==> src/rtl/t_toggle_counter.sv <==
// rtl/t_toggle_counter.sv - modulo-N up/down counter exposing a per-bit T toggle mask
// t_vec drives the downstream JK-as-T stages; count_q is a local copy for cross-checking.
module t_toggle_counter #(
  parameter int WIDTH = 4,
  parameter int MOD   = 10
) (
  input  logic             clk,
  input  logic             clr,
  input  logic             en,
  input  logic             up_dn,
  input  logic             load,
  input  logic [WIDTH-1:0] d,
  output logic [WIDTH-1:0] q,
  output logic [WIDTH-1:0] qbar,
  output logic [WIDTH-1:0] t_vec,
  output logic             tc,
  output logic             wrap,
  output logic             ld_err
);

  // One extra bit so MOD = 2^WIDTH is representable in the load range check.
  localparam logic [WIDTH:0]   MOD_W = (WIDTH+1)'(MOD);
  localparam logic [WIDTH-1:0] MAX_Q = WIDTH'(MOD - 1);

  logic [WIDTH-1:0] count_q, count_d;
  logic             wrap_q, wrap_d;
  logic             ld_err_q, ld_err_d;

  always_comb begin
    count_d  = count_q;
    wrap_d   = 1'b0;
    ld_err_d = 1'b0;
    if (clr) begin
      count_d = '0;
    end else if (load) begin
      if ({1'b0, d} < MOD_W) begin
        count_d = d;
      end else begin
        count_d  = '0;
        ld_err_d = 1'b1;
      end
    end else if (en) begin
      if (up_dn) begin
        if (count_q == MAX_Q) begin
          count_d = '0;
          wrap_d  = 1'b1;
        end else begin
          count_d = count_q + WIDTH'(1);
        end
      end else begin
        if (count_q == '0) begin
          count_d = MAX_Q;
          wrap_d  = 1'b1;
        end else begin
          count_d = count_q - WIDTH'(1);
        end
      end
    end
  end

  always_ff @(posedge clk) begin
    if (clr) begin
      count_q  <= '0;
      wrap_q   <= 1'b0;
      ld_err_q <= 1'b0;
    end else begin
      count_q  <= count_d;
      wrap_q   <= wrap_d;
      ld_err_q <= ld_err_d;
    end
  end

  assign q      = count_q;
  assign qbar   = ~count_q;
  assign t_vec  = count_q ^ count_d;
  assign tc     = en & (up_dn ? (count_q == MAX_Q) : (count_q == '0));
  assign wrap   = wrap_q;
  assign ld_err = ld_err_q;

endmodule
==> config.mk <==
export PLATFORM = sky130hd
export DESIGN_NAME = t_toggle_counter
export DESIGN_NICKNAME = d
export VERILOG_FILES = /design/src/rtl/t_toggle_counter.sv
export SDC_FILE = /design/constraint.sdc
export NUM_CORES = 1
export LEC_CHECK = 0
export BUFFER_PORTS_ARGS = -buffer_cell sky130_fd_sc_hd__buf_4
export CAP_MARGIN = 20
export CORE_AREA = 3 3 40 42
export CTS_BUF_LIST = sky130_fd_sc_hd__clkbuf_8
export DETAILED_ROUTE_END_ITERATION = 8
export DIE_AREA = 0 0 43 45
export GPL_ROUTABILITY_DRIVEN = 0
export PLACE_DENSITY = 0.83
export SLEW_MARGIN = 20
export SYNTH_ARGS = -nofsm -noshare
export SYNTH_HDL_FRONTEND = slang
export SYNTH_SLANG_ARGS = --single-unit
export TNS_END_PERCENT = 5
==> constraint.sdc <==
create_clock -name clk -period 2.54 [get_ports clk]
set_input_delay 0.254 -clock clk [delete_from_list [all_inputs] [get_ports clk]]
set_output_delay 0.254 -clock clk [all_outputs]
set_load 0.02 [all_outputs]
# Word level (Yosys, flattened, before mapping)
# Cells that the tools add are included.
# totals
register_bits	6
in_bits	9
elab_cells	27
# op_classes
n_addsub	2
order_cmp	1
eq_ne	1
mux	12
bitwise_logic	5
n_reduce_logical	3
# ops
operator	count
$mux 4	7
$mux 1	5
$add 4x1->4 const B	1
$eq 4x4->1 const B	1
$logic_not 4->1	1
$lt 4x4->1 const B	1
$not 4->4	1
$sub 4x1->4 const B	1
$xor 4x4->4	1
$reduce_or 3->1	1
$not 1->1	2
$reduce_or 2->1	1
$and 1x1->1	1

# Depth between registers and ports, before layout
# depth
ltp_word	7
depth_mapped	7

# Least setup slack after synthesis
# OpenSTA, ideal clock, no wires.
# synth_path
kind	register to output
start	reg count_q[0] (netlist: q[0])
end	out t_vec[1]
arrival_ns	2.049
slack_ns	0.237
stages_incl_launch_ff	8
cell_sequence	dfxtp_1 -> buf_2 -> inv_1 -> ha_1 -> nor3b_1 -> o211ai_1 -> a21oi_1 -> or3_1
# synth_between
elab_chain_len	7
elab_cells_between_ends	11
cone_classes	2 x add/sub; 1 x eq/ne; 6 x mux; 1 x bitwise; 1 x reduce/logical
# synth_rtl
element	line	source
start: declaration	25	logic [WIDTH-1:0] count_q, count_d;
start signal: assignment	67	count_q <= count_d;
$sub 4x1->4 (tied with other cells)	55	count_d = count_q - WIDTH'(1);
$mux 4 (on tied branches)	51, 44	
$mux 4 *	43	if (up_dn) begin
$mux 4 *	42	end else if (en) begin
$mux 4 *	35	end else if (load) begin
$mux 4 *	33	if (clr) begin
$xor 4x4->4 *	75	assign t_vec = count_q ^ count_d;
end: declaration	15	output logic [WIDTH-1:0] t_vec,
# Every way passes the cells marked *; elsewhere a longest branch is shown, timed or not.

# Final worst setup path
# layout_path
start	reg count_q[0] (netlist: q[0])
end	out t_vec[2]
# The elaborated chain is that of the path after synthesis.

==> out/results.ini <==
[detailed_routing]
wire_per_inst_um = 13.3
post-route-drc-count = 0
drt_iter0_drc = 15
drtPass1Iterations = 4
ant_nets = 0
routed_via_density = 5.70
vias = 695
drt_wl_total_um = 1620

[synthesis]
synth_cell_types = 41
synth-xor-area-share = 0
synth_compound_area_frac = 0.286
syn_avg_cell_area_um2 = 7.35
yosys.area_share.simple = 0.311
synthAdderAreaFrac = 0.0580
synth_most_common_cell = nor2_1
async_reset_ff_frac = 0
seq_area_frac_synth = 0.186
post-synth-top-area-cell = dfxtp_1
synth_top_family_by_area = simple AND/OR/NAND/NOR gates
yosysTopAreaCellShare = 0.186
syn_nets = 100
ys_warn_count = 0
synth_enable_flop_cells = 0
syn_inst = 88
synthFlopType = dfxtp_1
yosys-top-cells-area = dfxtp_1 (19%), ha_1 (5.8%), buf_2 (4.6%), nor2_1 (4.6%), a211oi_1 (3.5%)
synth_mux_area_frac = 0.0484
synthTopCellsByCount = nor2_1 (8), buf_2 (6), dfxtp_1 (6), nand2_1 (6), inv_1 (5)
netlist_area_um2 = 647
ys_ff_latch = 6

[grt]
grt-ovfl-total = 0
grt_pass1_vias = 623
grt_pass1_wl_um = 2590
grt_max_degree = 14
grt_usage = 0.183
grt_antenna_before_repair = 0

[floorplan]
ios = 24
row_count = 13
initial_core_util = 0.503
die_h_um = 45
die_x_um = 43
dieArea_um2 = 1940
coreArea_um2 = 1280

[critical_path]
crit_arrival_ns = 2.10
crit_family = compound AO/OA/AOI/OAI gates
critPathKind = flip-flop to output pin
path_buf_inv = 2
required_ns = 2.29
cp-start-kind = flip-flop
crit_slowest_cell = dfxtp_2
path_cells = inv_1 > ha_1 > and3b_1 > a311oi_1 > a211oi_1 > a311o_1 > buf_4
worst_setup_path_end_kind = output pin
slowest_delay_ns = 0.43
cp_max_fo = 12

[layout]
syn_to_final_growth_pct = 31.1
drive_above_1_share = 0.318
multi_input_area_um2 = 455
fin_nets = 121
fin_cells = 122
regArea_um2 = 123
diodes = 0
fin_util = 0.660
num-fill-cells = 119

[power_and_ir_drop]
p_per_area_nw_per_um2 = 492
swShare = 0.346
p_sw_mw = 0.144
p_int_mw = 0.273
pwr-share-comb = 0.361
power.leakage_nw = 0.388
p_clk_frac = 0.362
seqPwrFrac = 0.277
vdd_ir_drop_max_mv = 0.300

[cts]
insertion_delay_ns = 0.23
clk_pin_slew_worst_paths_ns = 0.04
numCtsBuffers = 3
cts_root_buf = clkbuf_8
cts_buffer_depth = 2
htree_levels = 1
cts_tree = built
cts.sink_count = 6

[place]
dpl.cell_count = 119
hpwl_um = 1190
io_buffers = 23

[timing]
slew-limit-headroom = 0.730
setup-violations-final = 0
worst_pin_slew_ns = 0.403
max_freq_mhz = 426
hold_slack_ns = 0.253
post-route-period-util = 0.925
drv_slew = 0
clock-skew-final_ns = 0.00448
rsz0062_at_grt = false
period_minus_slack_ns = 2.35
hold_viol_final = 0
fin_tns_setup_ns = 0

[min_path]
hold_path.class = input pin to flip-flop

[run_status]
status = finished, final reports clean

[run]
drv_cap = 0

[power by group through the flow]
stage	sequential (mW)	combinational [mW]	clock, mW
after floorplan	0.113	0.103	0
after global placement	0.115	0.149	0
after detailed placement	0.116	0.150	0
after CTS	0.114	0.151	0.155
after global routing	0.117	0.164	0.159
final	0.115	0.151	0.151
[logic make-up (layout without fill, tap and decap cells)]
logic type	count (synthesis)	after routing
AO/OA/AOI/OAI	26	26
adder cells (fa/ha/maj)	3	3
buffers and inverters	16	35
flip-flops	6	6
multiplexers	3	3
AND/OR/NAND/NOR	34	34
[sequential cells by signal, summed over array words and instances, names as in the netlist]
name    cells
ld_err      1
wrap        1
q           4
[worst register-to-register path: cells and delay by family, from the launching register on]
family                   cells  cell delay [ns]
AO/OA/AOI/OAI                3             0.63
flip-flops                   1             0.43
adder cells (fa/ha/maj)      1             0.26
AND/OR/NAND/NOR              1             0.18
buffers and inverters        1             0.12
[layout make-up]
class,count,area share
clock buffers,3,0.0487
inverters,8,0.0354
multi-input cells,66,0.537
flip-flops and latches,6,0.145
repair buffers,24,0.212
well taps,15,0.0221
[through the flow]
step / instance area [µm²] / setup WS, ns / total power, mW
2_1_floorplan: 647 / 0.237 / 0.216
3_3_place_gp: 805 / 0.358 / 0.264
3_5_place_dp: 805 / 0.312 / 0.266
4_1_cts: 846 / 0.0441 / 0.420
5_1_grt: 848 / 0.0635 / 0.440
6_report: 848 / 0.190 / 0.417
[path summary, 6_finish.rpt]
path / from / end / slack [ns] / cells past startpoint
min: clr / wrap / 0.25 / 2
min reg2reg: q[1] / q[1] / 0.62 / 2
max reg2reg: q[0] / q[2] / 0.80 / 6
max: q[0] / t_vec[2] / 0.19 / 7
[layout by cell type (no fill, tap or decap), types with 2 or more instances in the layout]
cell	instances
a211oi_1	3
a21oi_1	4
a31oi_1	2
and3_1	2
and4_1	2
buf_4	24
clkbuf_8	3
dfxtp_1	4
dfxtp_2	2
ha_1	3
inv_1	5
inv_2	2
mux2i_1	2
nand2_1	6
nand3_1	3
nor2_1	8
nor3_1	2
nor4_1	2
o21a_1	2
o21ai_0	4
o21bai_1	2
[repair_timing]
item                       CTS  global route
setup endpoints to repair    0             2
setup buffers                0             0
resized for setup            0             2
hold buffers                 0             0
hold endpoints to repair     0             0
[routing by layer]
layer,routed length [µm],vias to the layer above,track usage
li1,-,363,-
met1,716,302,0.206
met2,749,28,0.317
met3,136,2,0.0518
met4,21,0,0.0904
met5,0,-,0
No activity file was read; power rests on OpenSTA's default activity.
